==> src/rtl/regs_wb_arbiter_pkg.sv <==
// Shared register-file definitions for the writeback arbiter slice.
package regs_pkg;

  localparam int REG_AW = 5;
  localparam int REG_DW = 32;

  typedef enum logic {
    REQ_ALU = 1'b0,
    REQ_MEM = 1'b1
  } req_sel_t;

  typedef struct packed {
    logic [REG_AW-1:0] addr;
    logic [REG_DW-1:0] data;
  } wb_req_t;

endpackage

==> src/rtl/regs_wb_arbiter_if.sv <==
// Writeback request handshakes from the ALU (EX) and load unit (MEM).
interface regs_wb_arbiter_if
  import regs_pkg::*;
#(
  parameter int AW = REG_AW,
  parameter int DW = REG_DW
);

  logic          alu_valid;
  logic          alu_ready;
  logic [AW-1:0] alu_addr;
  logic [DW-1:0] alu_data;
  logic          mem_valid;
  logic          mem_ready;
  logic [AW-1:0] mem_addr;
  logic [DW-1:0] mem_data;

  modport master (
    output alu_valid, alu_addr, alu_data,
    output mem_valid, mem_addr, mem_data,
    input  alu_ready, mem_ready
  );

  modport slave (
    input  alu_valid, alu_addr, alu_data,
    input  mem_valid, mem_addr, mem_data,
    output alu_ready, mem_ready
  );

endinterface

==> src/rtl/regs_wb_arbiter_scoreboard.sv <==
// Pending-write scoreboard for registers 1..2**AW-1 with two hazard lookup ports.
module regs_scoreboard
  import regs_pkg::*;
#(
  parameter int AW = REG_AW
) (
  input  logic          clk,
  input  logic          rst,
  input  logic          rsv_valid,
  input  logic [AW-1:0] rsv_addr,
  input  logic          L_S,
  input  logic [AW-1:0] Wt_addr,
  input  logic [AW-1:0] R_addr_A,
  input  logic [AW-1:0] R_addr_B,
  output logic          hazard_A,
  output logic          hazard_B
);

  localparam int unsigned NREG = 2 ** AW;

  logic [NREG-1:1] pending;
  logic [NREG-1:0] pend_full;

  always_ff @(posedge clk) begin
    if (!rst) begin
      pending <= '0;
    end else begin
      for (int unsigned r = 1; r < NREG; r++) begin
        // A new reservation wins over the retiring write to the same register.
        if (rsv_valid && rsv_addr == AW'(r))
          pending[r] <= 1'b1;
        else if (L_S && Wt_addr == AW'(r))
          pending[r] <= 1'b0;
      end
    end
  end

  // Bit 0 is tied low so r0 lookups never flag.
  assign pend_full = {pending, 1'b0};

  always_comb begin
    hazard_A = rst && (R_addr_A != '0) &&
               (pend_full[R_addr_A] || (L_S && Wt_addr == R_addr_A));
    hazard_B = rst && (R_addr_B != '0) &&
               (pend_full[R_addr_B] || (L_S && Wt_addr == R_addr_B));
  end

endmodule

==> src/rtl/regs_wb_arbiter.sv <==
// Round-robin writeback arbiter sharing the Regs write port between ALU and MEM.
module regs_wb_arbiter
  import regs_pkg::*;
#(
  parameter int AW         = REG_AW,
  parameter int DW         = REG_DW,
  parameter bit FIXED_PRIO = 1'b0
) (
  input  logic                 clk,
  input  logic                 rst,
  input  logic                 wb_hold,
  regs_wb_arbiter_if.slave     wb,
  input  logic                 rsv_valid,
  input  logic [AW-1:0]        rsv_addr,
  input  logic [AW-1:0]        R_addr_A,
  input  logic [AW-1:0]        R_addr_B,
  output logic                 hazard_A,
  output logic                 hazard_B,
  output logic [AW-1:0]        Wt_addr,
  output logic [DW-1:0]        Wt_data,
  output logic                 L_S
);

  req_sel_t prio_q, prio_d;
  logic     alu_gnt, mem_gnt, both_valid;

  always_comb begin
    both_valid = wb.alu_valid && wb.mem_valid;
    alu_gnt    = 1'b0;
    mem_gnt    = 1'b0;
    prio_d     = prio_q;
    if (rst && !wb_hold) begin
      alu_gnt = wb.alu_valid && (!wb.mem_valid || prio_q == REQ_ALU);
      mem_gnt = wb.mem_valid && (!wb.alu_valid || prio_q == REQ_MEM);
    end
    // Contention hands priority to the loser; fixed mode pins it on ALU.
    if (FIXED_PRIO)
      prio_d = REQ_ALU;
    else if (both_valid && alu_gnt)
      prio_d = REQ_MEM;
    else if (both_valid && mem_gnt)
      prio_d = REQ_ALU;
    wb.alu_ready = alu_gnt;
    wb.mem_ready = mem_gnt;
  end

  always_ff @(posedge clk) begin
    if (!rst)
      prio_q <= REQ_ALU;
    else
      prio_q <= prio_d;
  end

  always_ff @(posedge clk) begin
    if (!rst) begin
      Wt_addr <= '0;
      Wt_data <= '0;
      L_S     <= 1'b0;
    end else if (alu_gnt) begin
      Wt_addr <= wb.alu_addr;
      Wt_data <= wb.alu_data;
      L_S     <= (wb.alu_addr != '0);
    end else if (mem_gnt) begin
      Wt_addr <= wb.mem_addr;
      Wt_data <= wb.mem_data;
      L_S     <= (wb.mem_addr != '0);
    end else begin
      L_S     <= 1'b0;
    end
  end

  regs_scoreboard #(.AW(AW)) u_scoreboard (
    .clk       (clk),
    .rst       (rst),
    .rsv_valid (rsv_valid),
    .rsv_addr  (rsv_addr),
    .L_S       (L_S),
    .Wt_addr   (Wt_addr),
    .R_addr_A  (R_addr_A),
    .R_addr_B  (R_addr_B),
    .hazard_A  (hazard_A),
    .hazard_B  (hazard_B)
  );

endmodule
==> src/flat_wrapper.sv <==
// flat-port wrapper written by rule: the top's interface ports become plain ports
module regs_wb_arbiter_flat import regs_pkg::*;
#(
  parameter int AW         = REG_AW,
  parameter int DW         = REG_DW,
  parameter bit FIXED_PRIO = 1'b0
)
  (clk, rst, wb_hold, rsv_valid, rsv_addr, R_addr_A, R_addr_B, hazard_A, hazard_B, Wt_addr, Wt_data, L_S, wb_alu_valid, wb_alu_addr, wb_alu_data, wb_mem_valid, wb_mem_addr, wb_mem_data, wb_alu_ready, wb_mem_ready);
  regs_wb_arbiter_if #(.AW(AW), .DW(DW)) wb_i ();
  input  logic clk;
  input  logic rst;
  input  logic wb_hold;
  input  logic rsv_valid;
  input  logic [AW-1:0] rsv_addr;
  input  logic [AW-1:0] R_addr_A;
  input  logic [AW-1:0] R_addr_B;
  output logic hazard_A;
  output logic hazard_B;
  output logic [AW-1:0] Wt_addr;
  output logic [DW-1:0] Wt_data;
  output logic L_S;
  input wire logic [$bits(wb_i.alu_valid)-1:0] wb_alu_valid;
  input wire logic [$bits(wb_i.alu_addr)-1:0] wb_alu_addr;
  input wire logic [$bits(wb_i.alu_data)-1:0] wb_alu_data;
  input wire logic [$bits(wb_i.mem_valid)-1:0] wb_mem_valid;
  input wire logic [$bits(wb_i.mem_addr)-1:0] wb_mem_addr;
  input wire logic [$bits(wb_i.mem_data)-1:0] wb_mem_data;
  output wire logic [$bits(wb_i.alu_ready)-1:0] wb_alu_ready;
  output wire logic [$bits(wb_i.mem_ready)-1:0] wb_mem_ready;
  assign wb_i.alu_valid = wb_alu_valid;
  assign wb_i.alu_addr = wb_alu_addr;
  assign wb_i.alu_data = wb_alu_data;
  assign wb_i.mem_valid = wb_mem_valid;
  assign wb_i.mem_addr = wb_mem_addr;
  assign wb_i.mem_data = wb_mem_data;
  assign wb_alu_ready = wb_i.alu_ready;
  assign wb_mem_ready = wb_i.mem_ready;
  regs_wb_arbiter #(.AW(AW), .DW(DW), .FIXED_PRIO(FIXED_PRIO)) u_core (.clk(clk), .rst(rst), .wb_hold(wb_hold), .wb(wb_i), .rsv_valid(rsv_valid), .rsv_addr(rsv_addr), .R_addr_A(R_addr_A), .R_addr_B(R_addr_B), .hazard_A(hazard_A), .hazard_B(hazard_B), .Wt_addr(Wt_addr), .Wt_data(Wt_data), .L_S(L_S));
endmodule
==> config.mk <==
export PLATFORM = sky130hd
export DESIGN_NAME = regs_wb_arbiter_flat
export DESIGN_NICKNAME = d
export VERILOG_FILES = /design/src/rtl/regs_wb_arbiter_pkg.sv /design/src/rtl/regs_wb_arbiter_if.sv /design/src/rtl/regs_wb_arbiter_scoreboard.sv /design/src/rtl/regs_wb_arbiter.sv /design/src/flat_wrapper.sv
export SDC_FILE = /design/constraint.sdc
export NUM_CORES = 1
export LEC_CHECK = 0
export CAP_MARGIN = 20
export CORE_ASPECT_RATIO = 2
export CORE_UTILIZATION = 49
export CTS_CLUSTER_DIAMETER = 80
export CTS_CLUSTER_SIZE = 24
export DETAILED_ROUTE_END_ITERATION = 10
export PLACE_DENSITY = 0.86
export SYNTH_ARGS = -nofsm -noshare
export SYNTH_HDL_FRONTEND = slang
export SYNTH_SLANG_ARGS = --single-unit
==> constraint.sdc <==
create_clock -name clk -period 7.25 [get_ports clk]
set_input_delay 2.175 -clock clk [delete_from_list [all_inputs] [get_ports clk]]
set_output_delay 2.175 -clock clk [all_outputs]
set_load 0.005 [all_outputs]
==> results of run 1 <==
[per-layer routing]
layer | track usage [%] | routed length (µm) | vias up
met5 | 0 | 0 | -
li1 | - | - | 1830
met3 | 6.83 | 719 | 61
met1 | 27.5 | 3860 | 1778
met4 | 19.3 | 869 | 0
met2 | 55.0 | 6350 | 185
[worst max-delay path: cells and delay by family]
kind                   cells  cell delay (ns)
AND/OR/NAND/NOR            2             0.19
AO/OA/AOI/OAI              1             0.12
buffers and inverters      2             1.23
multiplexers               2             0.87
[layout make-up]
cell class                 count  share of cell area [%]
timing repair buffer         140                    24.9
sequential                    70                    25.2
inverter                       4                   0.270
clock inverter                 2                   0.180
tap                           94                    2.12
multi-input combinational    329                    42.7
clock buffer                  11                    4.55
[placed cells by master, fill, tap and decap left out, drive strengths merged, types with 5 or more instances in the layout]
cell type      instances
mux2i                 47
buf                    5
nor2b                  6
clkdlybuf4s50        135
mux4                   9
o21ai                 36
clkbuf                11
a21boi                32
o211a                 37
or2                    5
nand2                 75
dfxtp                 70
nand2b                 6
nor2                  10
nand3b                 6
nand3                 12
[cells by family after synthesis]
kind of cell              after synthesis  synth area share (%)
muxes                                  58                  18.0
xor gates and xnor gates                8                  1.78
buffers and inverters                  36                  3.98
DFF                                    70                  35.7
AOI/OAI and AO/OA                     121                  23.3
and+or+nand+nor                       142                  17.2
[metrics by stage]
step                      util (%)  instances  area, µm²  worst slack [ns]
after detailed placement      69.2        637       5300             0.498
after global placement        69.2        637       5300             0.508
after global routing          72.6        650       5560             0.427
after floorplan                  -        435       3930              1.78
final                         72.6        650       5560             0.484
after CTS                     72.6        650       5560             0.489
[registers in the layout, indices dropped and copies added (netlist names)]
| name | count |
|---|---|
| u_core.u_scoreboard.pending | 31 |
| u_core.Wt_data | 32 |
| u_core.Wt_addr | 5 |
| u_core.L_S | 1 |
| u_core.prio_q | 1 |
[power by group]
part | leakage (nW) | switching, mW | total (mW) | internal [mW]
Sequential | 0.571 | 0.0155 | 0.417 | 0.402
Combinational | 1.85 | 0.0706 | 0.179 | 0.108
Clock | 0.133 | 0.145 | 0.387 | 0.242
Total | 2.56 | 0.231 | 0.983 | 0.752
[worst max-delay path by stage]
stage                     cells past startpoint  slack, ns   startpoint        to
after floorplan                               6       1.78  R_addr_A[0]  hazard_A
after global placement                        7       0.51  R_addr_A[0]  hazard_A
after detailed placement                      7       0.50  R_addr_A[0]  hazard_A
after CTS                                     7       0.49  R_addr_A[0]  hazard_A
after global routing                          7       0.43  R_addr_B[1]  hazard_B
final                                         7       0.48  R_addr_B[1]  hazard_B
==> key figures, run 1 <==
Run status
  • Status: finished, final reports clean

Final layout
  • Layout cells sized above 1: 6.47%
  • Area of the multi-input gates: 2380 µm²
  • Seq. cell area: 1400 µm²
  • Area Growth Syn to Fin: 41.5%
  • Filler cells: 613
  • Antenna diode count: 0
  • Nets@finish: 649

Synth
  • Post-synth EDFFs: 0
  • Cell count after synthesis: 435
  • Cell area after synthesis: 3930 µm²
  • Syn. warnings: 0
  • Fraction of registers with async set/reset: 0%
  • Syn Area/Cell: 9.03 µm²
  • Post-synthesis sequential area ratio: 35.7%
  • Flops & latches, synth: 70
  • Most area-consuming cells after synthesis: dfxtp_1, mux2i_1, o211a_1
  • Post-Syn Nets: 530
  • Top FF cell, synth: dfxtp_1
  • Commonest cells post-synth: nand2_1, dfxtp_1, mux2i_1
  • Cell accounting for the most synthesized area: dfxtp_1
  • Synth unique cells: 45
  • Top-count cell post-synth: nand2_1
  • Yosys top cell area share: 35.7%

STA
  • Slew @ Worst Pin: 0.609 ns
  • Fmax: 148 MHz
  • # setup viols final: 0
  • Slew margin rel.: 59.4%
  • Pins Over Slew Limit: 0
  • Fin. Hold Viols: 0
  • Fin crit share: 93.3%
  • Setup TNS: 0 ns
  • Final Critical Period: 6.77 ns
  • Final Skew: 0.00830 ns
  • RSZ-0062 raised after global routing: no
  • Worst hold slack: 0.496 ns

Floorplan
  • Die W: 65.3 µm
  • Core Area: 7660 µm²
  • Die footprint: 8400 µm²
  • Num ports: 137
  • FP Rows: 45
  • DIE HEIGHT: 129 µm
  • Starting Density: 51.3%

Clocking
  • # H-tree levels: 3
  • Post-CTS sizing: 0
  • Max clock buf depth: 2
  • Clock latency on the worst-skew pair: 0.33 ns
  • # Post-CTS Setup Buffers: 0
  • TritonCTS clock tree: built
  • Clk slew on worst S/H paths: 0.05 ns
  • Clk root buf: clkbuf_16
  • Hold buffers post-CTS: 0
  • CTS buffer count: 9
  • Num Clock Sinks: 70

Min path
  • Hold WC Path Type: flip-flop to flip-flop
  • Hold endpoint: u_core.Wt_data[14]
  • Worst Hold Launch: u_core.Wt_data[14]
  • Hold Path Stages: 1

Route
  • Total number of vias: 3854
  • Avg WL per Cell: 18.1 µm
  • Final wirelength: 11.8 mm
  • Drt via density: 5.93
  • Initial drt markers: 216
  • DRT Pass-1 Iters: 5
  • DRC: 0
  • ANT nets after route: 0

Pwr
  • Peak VDD IR: 0.000147 V
  • Leakage power: 2.56 nW
  • Pwr per Cell Area: 177 nW/µm²
  • Power Total: 0.983 mW

Worst setup path
  • R2R depth: 6
  • Worst-path maximum fanout: 11
  • Worst R2R Setup Slack: 5.57 ns
  • Startpoint types: input pin
  • CP Class: input pin to output pin
  • CP Capture Type: output pin
  • Critical Path, Cell by Cell: clkdlybuf4s50_1 -> mux4_2 -> mux2_2 -> nand2_1 -> nand4_1 -> o31a_1 -> clkdlybuf4s50_1
  • Crit path top cell by count: clkdlybuf4s50_1
  • Worst path slowest cell: clkdlybuf4s50_1
  • Worst path required time: 5.08 ns
  • Crit-path max cell delay: 0.79 ns
  • CP arrival: 4.59 ns
  • Reg-to-Reg Start: u_core.prio_q
  • Worst reg2reg endpoint: u_core.Wt_data[2]

Placement
  • DP Wirelength: 8.98 mm
  • Gpl congestion: 0.982
  • IO buf count: 136

Run
  • Max_cap viols: 0

Global routing
  • Largest net degree at the start of global routing: 47
  • Vias in the first global route: 3961
  • Initial antenna violation count: 0
  • Total gr overflow: 0
  • Overall Global Routing Usage: 29.5%
  • First-pass GRT wire length: 18.6 mm
Power figures use the tool's default switching activity.
==> run 2, diff against run 1 <==
--- a/config.mk
+++ b/config.mk
@@ -12,6 +12,7 @@
 export CTS_CLUSTER_SIZE = 24
 export DETAILED_ROUTE_END_ITERATION = 10
 export PLACE_DENSITY = 0.86
+export SLEW_MARGIN = 20
 export SYNTH_ARGS = -nofsm -noshare
 export SYNTH_HDL_FRONTEND = slang
 export SYNTH_SLANG_ARGS = --single-unit
==> results of run 2 <==
Same layout as run 1: the final DEF is identical, and so are final timing and power.
==> run 3, diff against run 2 <==
--- a/config.mk
+++ b/config.mk
@@ -5,9 +5,10 @@
 export SDC_FILE = /design/constraint.sdc
 export NUM_CORES = 1
 export LEC_CHECK = 0
+export ABC_AREA = 1
 export CAP_MARGIN = 20
 export CORE_ASPECT_RATIO = 2
-export CORE_UTILIZATION = 49
+export CORE_UTILIZATION = 50
 export CTS_CLUSTER_DIAMETER = 80
 export CTS_CLUSTER_SIZE = 24
 export DETAILED_ROUTE_END_ITERATION = 10
==> key figures, run 3 <==
Run status
  • Status: finished, final reports clean

Clocking
  • Hold buffers post-CTS: 0 (unchanged)
  • # Post-CTS Setup Buffers: 0 (unchanged)
  • Num Clock Sinks: 70 (unchanged)
  • Max clock buf depth: 2 (unchanged)
  • # H-tree levels: 3 (unchanged)
  • TritonCTS clock tree: built
  • CTS buffer count: 9 (unchanged)
  • Post-CTS sizing: 0 (unchanged)
  • Clk root buf: clkbuf_16
  • Clk slew on worst S/H paths: 0.06 ns (about the same)
  • Clock latency on the worst-skew pair: 0.34 ns (about the same)

Run
  • Max_cap viols: 0 (unchanged)

Final layout
  • Seq. cell area: 1400 µm² (unchanged)
  • Area of the multi-input gates: 2130 µm² (-10%)
  • Non-filler instance count after layout: 882 (+36%)
  • Area Growth Syn to Fin: 39.0%
  • Largest registers: u_core.Wt_data (32), u_core.u_scoreboard.pending (31), u_core.Wt_addr (5)
  • Layout cells sized above 1: 4.33% (-2.1 points)
  • Nets@finish: 876 (+35%)
  • Max FFs per register: 32 (unchanged)
  • Filler cells: 649 (+5.9%)
  • Commonest non-fill, non-tap cell in the layout: nand2_1
  • Antenna diode count: 0 (unchanged)
  • Commonest non-fill, non-tap cells in the layout: nand2_1, clkdlybuf4s50_1, nand3_1
  • Reg with most FFs: u_core.Wt_data

Pwr
  • Peak VDD IR: 0.000141 V (-4.4%)
  • Logic pwr share: 20.4% (+2.2 points)
  • Sequential Power Share: 38.5% (-3.9 points)
  • Leakage power: 2.55 nW (-0.30%)
  • Power Total: 1.09 mW (+11%)
  • P_sw: 0.307 mW (+33%)
  • Switching Share: 28.1% (+4.6 points)
  • Clk pwr share: 41.2% (+1.8 points)
  • Cell Int Power: 0.785 mW (+4.4%)
  • Pwr per Cell Area: 190 nW/µm² (+7.5%)

STA
  • # setup viols final: 0 (unchanged)
  • Fin. Hold Viols: 0 (unchanged)
  • Slew @ Worst Pin: 1.05 ns (+0.445 ns)
  • Fin crit share: 88.9% (-4.4 points)
  • RSZ-0062 raised after global routing: no
  • Final Skew: 0.00781 ns (-0.000496 ns)
  • Fmax: 155 MHz (+4.9%)
  • Setup TNS: 0 ns (unchanged)
  • Slew margin rel.: 29.5% (-30 points)
  • Pins Over Slew Limit: 0 (unchanged)
  • Final Critical Period: 6.45 ns (-0.319 ns)

Global routing
  • Overall Global Routing Usage: 40.5% (+11 points)
  • Largest net degree at the start of global routing: 41 (-13%)
  • First-pass GRT wire length: 25.5 mm (+37%)
  • Total gr overflow: 0 (unchanged)
  • Initial antenna violation count: 0 (unchanged)
  • Vias in the first global route: 4980 (+26%)

Synth
  • Post-synthesis sequential area ratio: 33.9% (-1.8 points)
  • Yosys top cell area share: 33.9% (-1.8 points)
  • Flops & latches, synth: 70 (unchanged)
  • Fraction of registers with async set/reset: 0% (unchanged)
  • Syn Area/Cell: 6.20 µm² (-31%)
  • Cell area after synthesis: 4130 µm² (+5.2%)
  • Post-synth EDFFs: 0 (unchanged)
  • Top FF cell, synth: dfxtp_1
  • Top-count cell post-synth: nand2_1
  • Cell accounting for the most synthesized area: dfxtp_1
  • Cell count after synthesis: 666 (+53%)
  • Post-Syn Nets: 761 (+44%)
  • Most area-consuming cells after synthesis: dfxtp_1, nand2_1, nand3_1
  • Syn. warnings: 0 (unchanged)
  • Synth unique cells: 23 (-49%)
  • Commonest cells post-synth: nand2_1, nand3_1, inv_1

Floorplan
  • Core Area: 7940 µm² (+3.7%)
  • Num ports: 137 (unchanged)
  • FP Rows: 46 (+2.2%)
  • Die W: 66.3 µm (+1.5%)
  • Starting Density: 52.0% (+0.71 points)
  • DIE HEIGHT: 131 µm (+1.5%)
  • Die footprint: 8650 µm² (+3.0%)

Worst setup path
  • Worst path required time: 5.08 ns (about the same)
  • Worst-path maximum fanout: 39 (+28)
  • CP arrival: 4.27 ns (-0.32 ns)
  • CP Class: input pin to output pin
  • CP Capture Type: output pin
  • Startpoint types: input pin

Placement
  • Gpl congestion: 1.06 (+7.7%)
  • Dpl cells: 866 (+36%)
  • IO buf count: 136 (unchanged)
  • DP Wirelength: 11.8 mm (+32%)

Route
  • Drt via density: 5.77 (-2.7%)
  • Initial drt markers: 425 (+97%)
  • ANT nets after route: 0 (unchanged)
  • Avg WL per Cell: 18.8 µm (+3.8%)
  • DRC: 0 (unchanged)
  • Final wirelength: 16.6 mm (+41%)
  • DRT Pass-1 Iters: 5 (unchanged)
  • Total number of vias: 5087 (+32%)

Min path
  • Hold WC Path Type: flip-flop to flip-flop
run 3: cell count changes after synthesis, sizes merged, moves of 6 or more:
cell and delta:
a21boi -32, o211ai +37, inv +96, nand2 +132, nand3 +89, o211a -37, a21oi +35, nor2b -6
nor2 +17, mux4 -9, mux2i -47, nand3b -6, buf +11, nand2b -6
run 3: power by group through the flow:
stage          combinational (mW)  clock [mW]  sequential, mW
2_1_floorplan               0.105           0           0.425
3_3_place_gp                0.213           0           0.427
3_5_place_dp                0.217           0           0.427
4_1_cts                     0.219       0.451           0.419
5_1_grt                     0.241       0.469           0.422
6_report                    0.223       0.450           0.420
run 3: final timing paths:
check | startpoint | end | slack, ns | cells after the start
worst max-delay path | rst | wb_alu_ready | 0.80 | 8
worst min-delay path | u_core.u_scoreboard.pending[15] | u_core.u_scoreboard.pending[15] | 0.47 | 2
worst max register to register | u_core.Wt_addr[3] | u_core.u_scoreboard.pending[10] | 5.51 | 5
worst min register to register | u_core.u_scoreboard.pending[15] | u_core.u_scoreboard.pending[15] | 0.47 | 2
run 3: final cells by class:
| cell class | instances | share of cell area, % |
|---|---|---|
| Clock inverter | 7 | 1.37 |
| Clock buffer | 9 | 3.92 |
| Multi-Input combinational cell | 457 | 37.1 |
| Sequential cell | 70 | 24.4 |
| Inverter | 100 | 6.54 |
| Timing Repair Buffer | 143 | 24.6 |
| Tap cell | 96 | 2.09 |
run 3: routing by layer:
layer / GRT usage [%] / up-vias / routed length [µm]
met3: 18.6 / 92 / 1830
li1: - / 2376 / -
met1: 36.7 / 2314 / 5210
met2: 65.7 / 305 / 8050
met4: 36.7 / 0 / 1510
met5: 0 / - / 0
run 3: per-stage QoR:
step           util, %  hold slack, ns  cell area, µm²  setup slack [ns]
2_1_floorplan        -           0.439            4130              2.02
3_3_place_gp      68.5           0.454            5440             0.866
3_5_place_dp      68.5           0.459            5440             0.841
4_1_cts           72.3           0.468            5740             0.826
5_1_grt           72.3           0.492            5740             0.658
6_report          72.3           0.471            5740             0.802
run 3: cell families (layout without fill, tap and decap cells):
| group | Yosys count | after routing | synth area share [%] |
|---|---|---|---|
| simple gates | 342 | 342 | 34.9 |
| buf+inv | 139 | 259 | 14.6 |
| compound gates | 113 | 113 | 16.2 |
| flops | 70 | 70 | 33.9 |
| xor+xnor | 2 | 2 | 0.424 |
run 3: worst max-delay path: stages:
cell	delay, ns
clkdlybuf4s50_1	0.52
inv_2	0.07
nor2_4	0.12
nand3_2	0.07
buf_4	0.26
inv_2	0.09
buf_4	0.36
clkdlybuf4s50_1	0.60
